## config.mk

```make
export PLATFORM = sky130hd
export DESIGN_NAME = radix4_frame_ctrl_flat
export DESIGN_NICKNAME = d
export VERILOG_FILES = /design/src/rtl/radix4_frame_ctrl_pkg.sv /design/src/rtl/radix4_frame_ctrl_if.sv /design/src/rtl/radix4_frame_ctrl_kernel.sv /design/src/rtl/radix4_frame_ctrl.sv /design/src/flat_wrapper.sv
export SDC_FILE = /design/constraint.sdc
export NUM_CORES = 1
export LEC_CHECK = 0
export CORE_MARGIN = 2
export CORE_UTILIZATION = 50
export CTS_CLUSTER_DIAMETER = 120
export CTS_CLUSTER_SIZE = 25
export DETAILED_ROUTE_END_ITERATION = 16
export GPL_TIMING_DRIVEN = 0
export MAX_ROUTING_LAYER = met4
export PLACE_DENSITY = 0.77
export SLEW_MARGIN = 20
export SYNTH_ARGS = -nofsm -noshare
export SYNTH_HDL_FRONTEND = slang
export SYNTH_SLANG_ARGS = --single-unit
```

## constraint.sdc

```tcl
create_clock -name clk -period 2.32 [get_ports clk]
set_clock_uncertainty 0.05 [all_clocks]
set_input_delay 0.464 -clock clk [delete_from_list [all_inputs] [get_ports clk]]
set_output_delay 0.464 -clock clk [all_outputs]
set_load 0.02 [all_outputs]
```

## src/rtl/radix4_frame_ctrl_pkg.sv

```systemverilog
// Shared types and constants for the radix-4 frame sequencer and its DFT kernel.
package r4fft_pkg;

  localparam int N_PT   = 4;
  localparam int IDX_W  = 2;
  localparam int FILL_W = 3;

  typedef enum logic [1:0] {
    FILL  = 2'd0,
    CALC  = 2'd1,
    DRAIN = 2'd2
  } state_t;

  localparam logic [IDX_W-1:0] BIN_X0 = 2'd0;
  localparam logic [IDX_W-1:0] BIN_X1 = 2'd1;
  localparam logic [IDX_W-1:0] BIN_X2 = 2'd2;
  localparam logic [IDX_W-1:0] BIN_X3 = 2'd3;

  localparam logic [FILL_W-1:0] FILL_LAST = 3'd3;
  localparam logic [FILL_W-1:0] FILL_FULL = 3'd4;

endpackage

```

## src/rtl/radix4_frame_ctrl_if.sv

```systemverilog
// Sample-in / bin-out stream bundle for radix4_frame_ctrl.
interface radix4_frame_ctrl_if
  import r4fft_pkg::*;
#(
  parameter int SAMPLE_W = 1,
  parameter int OUT_W    = SAMPLE_W + 3
);
  // Both streams: a beat moves on a rising edge where valid && ready; once valid is
  // raised the sender holds valid and payload unchanged until that beat moves.
  logic                    s_valid;
  logic                    s_ready;
  logic [SAMPLE_W-1:0]     s_data;
  logic                    m_valid;
  logic                    m_ready;
  logic signed [OUT_W-1:0] m_real;
  logic signed [OUT_W-1:0] m_imag;
  logic [IDX_W-1:0]        m_idx;
  logic                    m_last;

  modport master (
    output s_valid, s_data, m_ready,
    input  s_ready, m_valid, m_real, m_imag, m_idx, m_last
  );

  modport slave (
    input  s_valid, s_data, m_ready,
    output s_ready, m_valid, m_real, m_imag, m_idx, m_last
  );

endinterface

```

## src/rtl/radix4_frame_ctrl_kernel.sv

```systemverilog
// Combinational 4-point DFT kernel on unsigned samples; bins are signed OUT_W complex values.
module r4_dft_kernel
  import r4fft_pkg::*;
#(
  parameter int SAMPLE_W = 1,
  parameter int OUT_W    = SAMPLE_W + 3
) (
  input  logic [N_PT-1:0][SAMPLE_W-1:0] i_x,
  output logic [N_PT-1:0][OUT_W-1:0]    o_re,
  output logic [N_PT-1:0][OUT_W-1:0]    o_im
);

  logic signed [OUT_W-1:0] w_x0, w_x1, w_x2, w_x3;

  assign w_x0 = {{(OUT_W-SAMPLE_W){1'b0}}, i_x[0]};
  assign w_x1 = {{(OUT_W-SAMPLE_W){1'b0}}, i_x[1]};
  assign w_x2 = {{(OUT_W-SAMPLE_W){1'b0}}, i_x[2]};
  assign w_x3 = {{(OUT_W-SAMPLE_W){1'b0}}, i_x[3]};

  // Twiddles are 1, -j, -1, j, so every bin is a signed sum of samples.
  always_comb begin
    o_re[0] = w_x0 + w_x1 + w_x2 + w_x3;
    o_im[0] = '0;
    o_re[1] = w_x0 - w_x2;
    o_im[1] = w_x3 - w_x1;
    o_re[2] = w_x0 - w_x1 + w_x2 - w_x3;
    o_im[2] = '0;
    o_re[3] = w_x0 - w_x2;
    o_im[3] = w_x1 - w_x3;
  end

endmodule

```

## src/rtl/radix4_frame_ctrl.sv

```systemverilog
// Frame sequencer: collects 4 samples, latches the DFT kernel once, streams bins X0..X3.
// Optional macro R4_OVERLAP_EN lets the next frame's samples load while bins drain.
module radix4_frame_ctrl
  import r4fft_pkg::*;
#(
  parameter int SAMPLE_W = 1,
  parameter int OUT_W    = SAMPLE_W + 3
) (
  input  logic                 clk,
  input  logic                 rst_n,
  radix4_frame_ctrl_if.slave   bus,
  output logic                 busy,
  output state_t               o_dbg_state
);

  state_t                        r_state, w_state_nxt;
  logic [FILL_W-1:0]             r_fill_cnt, w_fill_nxt;
  logic [N_PT-1:0][SAMPLE_W-1:0] r_buf;
  logic [N_PT-1:0][OUT_W-1:0]    r_res_re, r_res_im;
  logic [N_PT-1:0][OUT_W-1:0]    w_k_re, w_k_im;
  logic [IDX_W-1:0]              r_idx;
  logic                          w_s_xfer, w_m_xfer;

  r4_dft_kernel #(
    .SAMPLE_W (SAMPLE_W),
    .OUT_W    (OUT_W)
  ) u_kernel (
    .i_x  (r_buf),
    .o_re (w_k_re),
    .o_im (w_k_im)
  );

  assign w_s_xfer = bus.s_valid && bus.s_ready;
  assign w_m_xfer = bus.m_valid && bus.m_ready;

  always_ff @(posedge clk or negedge rst_n) begin
    if (!rst_n) r_state <= FILL;
    else        r_state <= w_state_nxt;
  end

  always_comb begin
    w_state_nxt = r_state;
    w_fill_nxt  = r_fill_cnt + FILL_W'(w_s_xfer);
    case (r_state)
      FILL: begin
        if (w_s_xfer && (r_fill_cnt == FILL_LAST)) w_state_nxt = CALC;
      end
      CALC: begin
        w_state_nxt = DRAIN;
        w_fill_nxt  = '0;
      end
      DRAIN: begin
        if (w_m_xfer && (r_idx == BIN_X3)) begin
`ifdef R4_OVERLAP_EN
          // Decide on the count including a sample landing on this same edge.
          w_state_nxt = (w_fill_nxt == FILL_FULL) ? CALC : FILL;
`else
          w_state_nxt = FILL;
`endif
        end
      end
      default: w_state_nxt = FILL;
    endcase
  end

  always_comb begin
    bus.s_ready = 1'b0;
    bus.m_valid = 1'b0;
    bus.m_last  = 1'b0;
    case (r_state)
      FILL: bus.s_ready = 1'b1;
      DRAIN: begin
        bus.m_valid = 1'b1;
        bus.m_last  = (r_idx == BIN_X3);
`ifdef R4_OVERLAP_EN
        bus.s_ready = (r_fill_cnt < FILL_FULL);
`endif
      end
      default: ;
    endcase
  end

  assign bus.m_idx  = r_idx;
  assign bus.m_real = r_res_re[r_idx];
  assign bus.m_imag = r_res_im[r_idx];
  assign busy        = (r_state != FILL) || (r_fill_cnt != '0);
  assign o_dbg_state = r_state;

  always_ff @(posedge clk or negedge rst_n) begin
    if (!rst_n) begin
      r_fill_cnt <= '0;
      r_buf      <= '0;
      r_res_re   <= '0;
      r_res_im   <= '0;
      r_idx      <= '0;
    end else begin
      r_fill_cnt <= w_fill_nxt;
      if (w_s_xfer) r_buf[r_fill_cnt[IDX_W-1:0]] <= bus.s_data;
      if (r_state == CALC) begin
        r_res_re <= w_k_re;
        r_res_im <= w_k_im;
      end
      // Two-bit index wraps to bin 0 after the last bin.
      if (w_m_xfer) r_idx <= r_idx + IDX_W'(1);
    end
  end

endmodule

```

## src/flat_wrapper.sv

```systemverilog
// flat-port wrapper written by rule: the top's interface ports become plain ports
module radix4_frame_ctrl_flat import r4fft_pkg::*;
#(
  parameter int SAMPLE_W = 1,
  parameter int OUT_W    = SAMPLE_W + 3
)
  (clk, rst_n, busy, o_dbg_state, bus_s_valid, bus_s_data, bus_m_ready, bus_s_ready, bus_m_valid, bus_m_real, bus_m_imag, bus_m_idx, bus_m_last);
  radix4_frame_ctrl_if #(.SAMPLE_W(SAMPLE_W), .OUT_W(OUT_W)) bus_i ();
  input  logic clk;
  input  logic rst_n;
  output logic busy;
  output state_t o_dbg_state;
  input wire logic [$bits(bus_i.s_valid)-1:0] bus_s_valid;
  input wire logic [$bits(bus_i.s_data)-1:0] bus_s_data;
  input wire logic [$bits(bus_i.m_ready)-1:0] bus_m_ready;
  output wire logic [$bits(bus_i.s_ready)-1:0] bus_s_ready;
  output wire logic [$bits(bus_i.m_valid)-1:0] bus_m_valid;
  output wire logic [$bits(bus_i.m_real)-1:0] bus_m_real;
  output wire logic [$bits(bus_i.m_imag)-1:0] bus_m_imag;
  output wire logic [$bits(bus_i.m_idx)-1:0] bus_m_idx;
  output wire logic [$bits(bus_i.m_last)-1:0] bus_m_last;
  assign bus_i.s_valid = bus_s_valid;
  assign bus_i.s_data = bus_s_data;
  assign bus_i.m_ready = bus_m_ready;
  assign bus_s_ready = bus_i.s_ready;
  assign bus_m_valid = bus_i.m_valid;
  assign bus_m_real = bus_i.m_real;
  assign bus_m_imag = bus_i.m_imag;
  assign bus_m_idx = bus_i.m_idx;
  assign bus_m_last = bus_i.m_last;
  radix4_frame_ctrl #(.SAMPLE_W(SAMPLE_W), .OUT_W(OUT_W)) u_core (.clk(clk), .rst_n(rst_n), .bus(bus_i), .busy(busy), .o_dbg_state(o_dbg_state));
endmodule
```

-- Yosys cells after proc, flatten, opt, wreduce, memory -nomap -nowiden
Index checks and enable logic that the tools add are counted.
- $add $sub $neg: 11
- magnitude comparators: 3
- eq/ne operators: 6
- multiplexer cells: 14
- reductions and logical operators: 10
- operators by type and width (kind ; number):
    $bmux W4 S2 ; 2
    $add A4 B2 Y4 ; 2
    $mux W4 ; 2
    $sub A1 B1 Y2 ; 4
    $lt A2 B3 Y1 const B ; 2
    $pmux W2 S3 ; 1
    $logic_and A1 B1 Y1 ; 5
    $bwmux W4 ; 1
    $eq A2 B2 Y1 const B ; 2
    $mux W1 ; 4
    $mux W2 ; 2
    $ne A2 B1 Y1 const B ; 2
    $sub A3 B2 Y4 ; 1
    $add A2 B2 Y3 ; 1
    $add A3 B1 Y3 ; 1
    $eq A3 B2 Y1 const B ; 1
    $mux W3 ; 1
    $reduce_bool A3 Y1 ; 1
    $add A1 B1 Y2 ; 1
    $add A2 B1 Y2 const B ; 1
    $demux W1 S2 ; 1
    $eq A2 B1 Y1 const B ; 1
    $ge A2 B1 Y1 const B ; 1
    $logic_not A2 Y1 ; 1
    other kinds (3) ; 3
- flip-flop bits (word level): 31
- input port bits: 5
- output and inout bits: 16
- word-level logic and storage cells: 56

-- Depth between registers and ports, before layout
Gate-level depths: netlist (run 1).
- depth after elaboration: 6
- depth in mapped cells: 7
- mapped depth without buffers: 7

-- Cells and area by module
From an unflattened synthesis (run 1), not the netlist that was laid out.
- cell total of the unflattened synthesis: 161
- area total of the unflattened synthesis: 2368.5 um^2
- modules (own cells, without submodules) (module ; instances ; cells each ; area each (um^2) ; sequential area each (um^2)):
    radix4_frame_ctrl ; 1 ; 117 ; 2021.9 ; 1076.0
    r4_dft_kernel ; 1 ; 44 ; 346.6 ; 0.0

-- Least setup slack after synthesis (run 1)
No wires, ideal clock.
- kind: reg-to-output
- start point: register u_core.r_idx[0] (netlist: u_core.bus.m_idx[0])
- end point: output port bus_m_real[2]
- arrival time: 1460 ps
- data required time: 1806 ps
- path slack: 346 ps
- cell stages (with the launch flop): 4
- buffers on the path: 1
- cells stage by stage: dfrtp_1 -> clkbuf_1 -> o21ai_0 -> a21o_1
- word-level cells in the longest chain between the ends: 2
- ends and longest elaborated chain (item ; RTL line ; source):
    start, declared ; radix4_frame_ctrl.sv:21 ; logic [IDX_W-1:0] r_idx;
    start signal, assigned ; radix4_frame_ctrl.sv:104 ; if (w_m_xfer) r_idx <= r_idx + IDX_W'(1);
    $bmux W4 S2 ; radix4_frame_ctrl.sv:84 ; assign bus.m_real = r_res_re[r_idx];
    $mux W4 (not written as such) ; radix4_frame_ctrl.sv:84 ;
    end, declared ; flat_wrapper.sv:18 ; output wire logic [$bits(bus_i.m_real)-1:0] bus_m_real;
Every way passes these cells. The select of a mux whose other input is x is not followed.

-- Final worst setup path (run 1)
- start point: register u_core.r_fill_cnt[1]
- end point: output port busy
- word-level cells in the longest chain between the ends: 2
- ends and longest elaborated chain (item ; RTL line ; source):
    start, declared ; radix4_frame_ctrl.sv:17 ; logic [FILL_W-1:0] r_fill_cnt, w_fill_nxt;
    start signal, assigned ; radix4_frame_ctrl.sv:97 ; r_fill_cnt <= w_fill_nxt;
    $reduce_bool A3 Y1 ; radix4_frame_ctrl.sv:86 ; assign busy = (r_state != FILL) || (r_fill_cnt != '0);
    $logic_or A1 B1 Y1 ; radix4_frame_ctrl.sv:86 ;
    end, declared ; flat_wrapper.sv:11 ; output logic busy;
Every way passes these cells.

==> summary.txt, run 1 <==
Cell Area, Synth: 0.00113 mm2
diode count: 0
Synth Area in Adders: 15.7%
Clock Sinks: 21
Die H: 51.5 um
gr ovfl total: 0
most common cell after layout, fill and taps aside: dfrtp_1
CTS resizes: 7
xor and xnor area share after synthesis: 1.55%
fin crit share: 93.2%
initial drt markers: 4
GRT Total Usage: 17.7%
# port buffers: 20
CTS Buf Count: 3
Power Density: 1350 mW/mm2
antenna violations before repair: 0
crit-path cells: nor2_1, nand3b_1, clkdlybuf4s50_1
post-synthesis sequential area ratio: 46.5%
slowest CP cell: clkdlybuf4s50_1
fin nets: 139
largest family of logic cells by synthesized area: adder cells
CP Data Required Time: 1810 ps
Worst Setup Start Kind: flop
worst skew pair latency: 310 ps
leakage: 0.773 nW
Crit path max-delay family: buffers and inverters
Slew Viols, Final: 0
CP arrival: 1650 ps
post-CTS setup buffer count: 0
largest net degree at the start of global routing: 22
final setup fails: 0
die area: 0.00266 mm2
Simple-Gate Fraction of Synth Area: 13.5%
Post-DP HPWL: 1.48 mm
share of layout cells above drive strength 1: 20.8%
crit-path max FO: 5
Synth cell types: 25
FF+latch count, synth: 21
status: finished clean
Core Region: 0.00217 mm2
syn_area_per_cell: 11.8 um2
Post-Syn Nets: 114
commonest non-fill, non-tap cells in the layout: 20 x dfrtp_1, 12 x clkdlybuf4s50_1, 11 x ha_1
Slew headroom: 36.8%
Setup Crit Path Kind: reg2out
Final Util: 65.1%
crit path capture type: primary output
wirelength, routed: 1.90 mm
setup TNS: 0 ps
CTS root buffer: clkbuf_4
Setup WS pre-CTS: 144 ps
worst vdd rail ir drop: 0.706 mV
Compound-Gate Fraction of Synth Area: 4.10%
drt via density: 5.15
drt drc: 0
fill count: 189
H-tree Lvls: 1
area grow syn2layout: 25.0%
Max Fclk: 462 MHz
via count: 762
first-pass GRT wire length: 3.32 mm
synth warn: 0
RSZ-0062 raised after global routing: no
Synth Instances: 96
Initial Util: 52.1%
Final Hold Vio Count: 0
Worst-path clk slew: 120 ps
drt first pass iters: 6
clock buffer depth: 2
# rows: 17
Die Span X: 51.5 um
worst setup margin: 158 ps
Tightest Pin Transition: 946 ps
Ports: 21
CTS Hold Bufs: 0
Buf/Inv on CP: 1
slowest stage delay, CP: 550 ps
Detail Route Antenna Nets: 0
CTS tree: yes
Max Cap Viol: 0
Hold Crit Class: reg2reg
Final GP Congestion: 0.780
WL/cell: 12.9 um
post-layout min period: 2160 ps
vias in the first global route: 743
post-synthesis mux area share: 13.7%
-- final timing paths --
path / startpoint / end / slack (ps) / cells past startpoint
hold / removal: u_core.r_fill_cnt[2] / u_core.o_dbg_state[0] / 420 / 1
hold reg to reg: u_core.r_fill_cnt[2] / u_core.o_dbg_state[0] / 420 / 1
min in group asynchronous: rst_n / u_core.r_res_im[12] / 620 / 1
setup / recovery: u_core.r_fill_cnt[1] / busy / 160 / 3
max in group asynchronous: rst_n / u_core.bus.m_idx[1] / 970 / 1
setup reg to reg: u_core.r_buf[0] / u_core.r_res_re[1] / 450 / 6
-- per-layer routing --
layer	share of wire, %	track usage, %
met5	0	-
met4	2.2	9.21
met3	3.5	2.59
met2	50	29.1
met1	44	21.2
-- flip-flops by register name (all words and copies together) (netlist names) --
| register | count |
|---|---|
| u_core.o_dbg_state | 2 |
| u_core.r_buf | 4 |
| u_core.r_res_re | 7 |
| u_core.bus.m_idx | 2 |
| u_core.r_res_im | 3 |
| u_core.r_fill_cnt | 3 |
-- cells in the mapped netlist --
cell type	n	share of area, %
nand3_2	1	0.89
nor2b_1	1	0.55
ha_1	11	12
fa_1	2	3.5
and2b_2	1	0.78
mux2_2	10	10
mux2_1	2	2.0
buf_4	2	1.3
nand2_1	9	3.0
buf_2	2	0.89
mux2i_1	2	1.8
clkbuf_1	1	0.33
a21oi_1	1	0.44
a31o_2	1	0.78
o21ai_0	5	2.2
nor2_1	4	1.3
and2_1	5	2.8
xor2_1	1	0.78
a21o_1	1	0.66
nand2b_1	1	0.55
inv_1	7	2.3
nand3b_1	3	2.0
dfrtp_1	21	47
xnor2_1	1	0.78
nor3b_4	1	1.7
-- stage by stage --
stage          hold slack [ps]  total power, mW  instance area [um2]  instances
2_1_floorplan              118             1.36                 1130         96
3_5_place_dp               401             1.77                 1370        144
6_report                   420             1.91                 1410        148
4_1_cts                    420             1.95                 1400        148
3_3_place_gp               398             1.71                 1370        144
5_1_grt                    457             2.09                 1410        148
-- final cells by class --
type                    instances  area (um2)  area share, %
plain buffers                   5        32.5           2.30
well taps                      28        35.0           2.48
inverters                       7        26.3           1.86
multi-input cells              63         552           39.1
flip-flops and latches         21         527           37.3
clock buffers                   3        22.5           1.59
clock inverters                 1        5.00          0.354
repair buffers                 20         213           15.1
-- cells by family after synthesis --
group | Yosys count
and+or+nand+nor | 26
DFF | 21
muxes | 14
adders and majority gates | 13
buffers and inverters | 12
AOI/OAI and AO/OA | 8
xor gates and xnor gates | 2
-- power by group --
| group | internal, mW | switching (mW) |
|---|---|---|
| Clock | 0.0645 | 0.116 |
| Sequential | 0.530 | 0.156 |
| Combinational | 0.540 | 0.506 |
-- worst reg2reg max path: stages (launching register included) --
cell	delay, ps
dfrtp_1	380
inv_1	80
ha_1	280
inv_1	60
fa_1	390
ha_1	280
mux2_2	260
No activity file was read; power rests on OpenSTA's default activity.
==> inputs of run 2 (changes only) <==
CAP_MARGIN = 20   (was unset)
==> results of run 2 <==
Final layout, timing and power as in run 1 (identical DEF).
==> RTL edit 1: new RTL, flow settings as in run 1 <==
The package constant `FILL_W` goes from 3 to 6.
--- a/src/rtl/radix4_frame_ctrl_pkg.sv
+++ b/src/rtl/radix4_frame_ctrl_pkg.sv
@@ -4,5 +4,5 @@
   localparam int N_PT   = 4;
   localparam int IDX_W  = 2;
-  localparam int FILL_W = 3;
+  localparam int FILL_W = 6;
 
   typedef enum logic [1:0] {
Formal check against the unedited RTL: same outputs for any inputs over 10 cycles, from zero or initial values and one cycle with rst_n low; that may be too few to reach the edited logic, so the function may still have changed.
==> RTL edit 1 against run 1 <==
  * Synthesized cell count up 31%
  * Synthesized area up 13%
  * Routed wire length rose by 24%
  * Total power rose by 9.9%
  * Cell area rose by 9.7%
  * Die area is 12% higher
  * Worst setup slack lost 52 ps
  * Sequential cell count rose by 3
  * Register-to-register slack better by 30 ps
  * Sequential share of layout area rose by 1.6 points
  * Count of clock-buffer cells in the layout is 1 higher
  * Global-route usage rose by 2.4 points
  * Critical path depth stayed put
  * Critical path type unchanged
==> RTL edit 1: results (changes against run 1) <==
* Placed Cells at 176 (+22%)
* Worst slack, placed at 35.1 ps (-109 ps)
* Status: finished, final reports clean
* Sequential share of power at 38.7% (+2.8 points)
* Flop2flop setup slack at 480 ps (+30 ps)
* Cts bufs inserted at 3 (unchanged)
* Crit path DAT at 1700 ps (+50 ps)
* Initial drt markers at 8 (+4)
* Total GRT Usage at 20.1% (+2.4 points)
* HPWL after DPL at 1830 um (+23%)
* Reg-to-Reg Start: u_core.o_dbg_state[0]
* Sw power at 881 uW (+13%)
* Share of layout cells above drive strength 1 at 12.8% (-8.1 points)
* DP Area at 1510 um^2 (+11%)
* Largest cells by area after synthesis: dfrtp_1, ha_1, nand2_1, fa_1, mux2_2
* Clock group share of total power at 10.7% (+1.3 points)
* Slowest stage delay, CP at 620 ps (+70 ps)
* Vias at 908 (+19%)
* Syn Inst Count at 126 (+31%)
* Worst r2r path cells at 5 (-1)
* Top flop regs: u_core.r_res_re x7, u_core.r_fill_cnt x6, u_core.r_buf x4
* First-pass GRT wire length at 4030 um (+21%)
* H-tree depth at 1 (unchanged)
* Worst-path fanout max at 7 (+2)
* First-pass DRT Iterations at 4 (-2)
* Tightest Hold Check Type: in2async
* P_clk at 224 uW (+24%)
* Worst-margin pin slew at 520 ps (-426 ps)
* Hold WS at 49.4 ps (-371 ps)
* Vias in the first global route at 955 (+29%)
* Reg2Reg Capture Point: u_core.r_fill_cnt[5]
* Synth cell types at 29 (+16%)
* Nets@finish at 168 (+21%)
* Peak supply drop at 0.830 mV (+18%)
* Sequential fraction of the synthesis area at 47.2% (+0.69 points)
* CTS-repair resized insts at 9 (+2)
* Synth top cells by count: nand2_1, dfrtp_1, ha_1
* Post-CTS setup repair buffer count at 0 (unchanged)
* WL per Instance at 13.2 um (+2.5%)
* Synthesized Nets at 144 (+26%)
* Leakage at 0.805 nW (+4.1%)
* Final GP Congestion at 0.755 (-3.2%)
* Largest net degree at the start of global routing at 25 (+14%)
-- RTL edit 1: changes by cell type in the layout (fill, tap and decap cells not counted), sizes merged, moves of 2 or more --
cell	run 1	this run
nand2	9	32
mux2	12	5
dfrtp	21	24
dlygate4sd2	2	5
dlymetal6s2s	6	3
nand3	1	4
nor2	4	6
-- RTL edit 1: cells by family after synthesis --
logic type | Yosys count | synth area share, %
DFF | 24 | 47.2
AOI/OAI and AO/OA | 9 | 3.84
and+or+nand+nor | 57 | 21.9
muxes | 7 | 6.00
buffers and inverters | 12 | 4.33
xor gates and xnor gates | 4 | 2.75
adders and majority gates | 13 | 14.0
-- RTL edit 1: cell type report --
type / instances / area, um^2
fillers: 210 / 906
multi-input cells: 90 / 626
flip-flops and latches: 24 / 602
repair buffers: 20 / 196
well taps: 30 / 37.5
clock buffers: 4 / 36.3
inverters: 7 / 26.3
plain buffers: 4 / 25.0
-- RTL edit 1: how the worst max path moves through the flow --
stage | start | end | slack, ps | cells after the start
2_1_floorplan | u_core.bus.m_idx[0] | bus_m_real[2] | 330 | 3
3_3_place_gp | bus_s_valid | u_core.r_fill_cnt[5] | 110 | 6
3_5_place_dp | bus_s_valid | u_core.r_fill_cnt[5] | 40 | 6
4_1_cts | u_core.bus.m_idx[0] | bus_m_real[3] | 10 | 3
5_1_grt | u_core.bus.m_idx[0] | bus_m_real[1] | 10 | 3
6_report | u_core.bus.m_idx[1] | bus_m_real[1] | 110 | 3
-- RTL edit 1: metal layers --
layer  vias to the layer above  wire length, um  GRT usage, %  share of wire (%)
met1                       438             1000          21.1                 43
met2                        13             1260          36.7                 53
met3                         4               63          2.46                2.7
met5                         -                0             -                  0
met4                         0               35          10.0                1.5
li1                        453                -             -                  -
==> RTL edit 2: new RTL, settings of run 1 <==
Without the edit above. Reset style: synchronous (`rst_n`), changed in 2 clocked blocks.
--- a/src/rtl/radix4_frame_ctrl.sv
+++ b/src/rtl/radix4_frame_ctrl.sv
@@ -34,5 +34,5 @@
   assign w_m_xfer = bus.m_valid && bus.m_ready;
 
-  always_ff @(posedge clk or negedge rst_n) begin
+  always_ff @(posedge clk) begin
     if (!rst_n) r_state <= FILL;
     else        r_state <= w_state_nxt;
@@ -87,5 +87,5 @@
   assign o_dbg_state = r_state;
 
-  always_ff @(posedge clk or negedge rst_n) begin
+  always_ff @(posedge clk) begin
     if (!rst_n) begin
       r_fill_cnt <= '0;
Check against the original RTL: differs if rst_n is asserted again (counterexample within 4 cycles, from zero or initial values and one cycle with rst_n low); with rst_n held inactive, the same outputs for 10 cycles.
==> RTL edit 2 against run 1 <==
  * Sequential cell count unchanged
  * First-iteration DRC count increased to 5.3 times the old value
  * Worst setup slack got worse by 52 ps
  * Hold slack got worse by 1.7 ps
  * Register-to-register slack about the same
  * Non-clock buffer count increased by 2
  * Utilization decreased by 0.18 points
  * Synthesized area increased by 1.7%
  * Cell area increased by 0.71%
  * Via count increased by 15%
  * Critical path depth unchanged
  * Routed wire length increased by 8.7%
  * Critical path type unchanged
Power is left out: it rests on default switching activity, and per cell area and clock period it moved more than threefold.
==> RTL edit 2: results (changes against run 1) <==
* Crit path DAT at 1700 ps (+50 ps)
* Initial drt markers at 21 (+17)
* Share of layout cells above drive strength 1 at 15.2% (-5.7 points)
* ClkCell Share at 1.93% (-0.014 points)
* Synth top cells by count: nand2_1, dfxtp_1, ha_1
* Syn_area_per_cell at 9.49 um^2 (-19%)
* Sequential fraction of the synthesis area at 36.6% (-9.9 points)
* #MultiIn Comb at 86 (+37%)
* Largest cells by area after synthesis: dfxtp_1, ha_1, nand2_1, mux2i_1, a21boi_2
* HPWL after DPL at 1600 um (+7.9%)
* Fillcell total at 189 (unchanged)
* Worst r2r path cells at 8 (+2)
* Compound-Gate Fraction of Synth Area at 10.5% (+6.4 points)
* Yosys warnings at 0 (unchanged)
* Nets@finish at 164 (+18%)
* Routed WL at 2070 um (+8.7%)
* Synth async-reset ratio at 0% (-100 points)
* Worst hold start: u_core.r_fill_cnt[2]
* Hold WS at 419 ps (-1.73 ps)
* H-tree depth at 1 (unchanged)
* Worst slack, placed at 179 ps (+35.2 ps)
* First-pass GRT wire length at 3590 um (+8.3%)
* Reg-to-Reg Start: u_core.r_buf[0]
* Status: finished, final reports clean
* Final GP Congestion at 0.852 (+9.3%)
* Final non-clock buffer share at 17.6% (+0.23 points)
* Synthesized Nets at 139 (+22%)
* WL per Instance at 12.0 um (-7.0%)
* DR vias/cell at 5.06 (-1.7%)
* Seq. cell area at 424 um^2 (-19%)
* Reg2Reg Capture Point: u_core.r_res_re[9]
* DR top layer: met4
* Max-slew headroom at 73.0% (+36 points)
* Worst Hold End: u_core.o_dbg_state[0]
* Clock root buffer: clkbuf_4
* Worst setup margin at 106 ps (-51.7 ps)
* Post-synthesis mux area share at 7.08% (-6.7 points)
* Met2 WL at 1030 um (+8.9%)
* CP Launch Point: u_core.bus.m_idx[0]
* Placed Cells at 169 (+17%)
* Synth cell types at 30 (+20%)
* Multi-input combinational area share at 46.4% (+7.3 points)
* Largest net degree at the start of global routing at 13 (-41%)
* Hold Crit Depth at 1 (unchanged)
* Final core occ at 64.9% (-0.18 points)
* Total GRT Usage at 18.4% (+0.75 points)
* DP Area at 1380 um^2 (+1.4%)
* First-pass DRT Iterations at 4 (-2)
* Wire length on met1 at 966 um (+14%)
* Synth Area in Adders at 15.5% (-0.26 points)
* Wire length on met3 at 47 um (-29%)
* XOR/XNOR Fraction of Synth Area at 1.53% (-0.025 points)
* Worst-path fanout max at 8 (+3)
* Number of signal-net buffers in the layout at 27 (+8.0%)
* Vias in the first global route at 824 (+11%)
* Sequential cell count at 21 (unchanged)
-- RTL edit 2: how the worst max path moves through the flow --
stage | to | depth (start not counted)
2_1_floorplan | bus_m_real[2] | 3
3_3_place_gp | bus_m_imag[2] | 4
3_5_place_dp | bus_m_imag[2] | 4
6_report | bus_m_imag[1] | 3
4_1_cts | bus_m_real[2] | 5
5_1_grt | bus_m_imag[1] | 3
-- RTL edit 2: critical path, stage by stage (launching register included) --
cell and delay (ps):
dfxtp_1 370, clkbuf_2 200, nor2b_2 210, clkdlybuf4s50_1 620
-- RTL edit 2: layer usage --
layer | vias to the layer above | global-route usage, %
met5 | - | -
met2 | 11 | 31.6
li1 | 451 | -
met4 | 0 | 7.89
met3 | 2 | 1.72
met1 | 412 | 22.0
-- RTL edit 2: timing repair --
item	CTS	global route
endpoints found under the hold margin	0	0
setup buffers	0	0
endpoints found under the setup margin	8	4
resized for setup	6	4
cloned	0	0
hold buffers	0	0
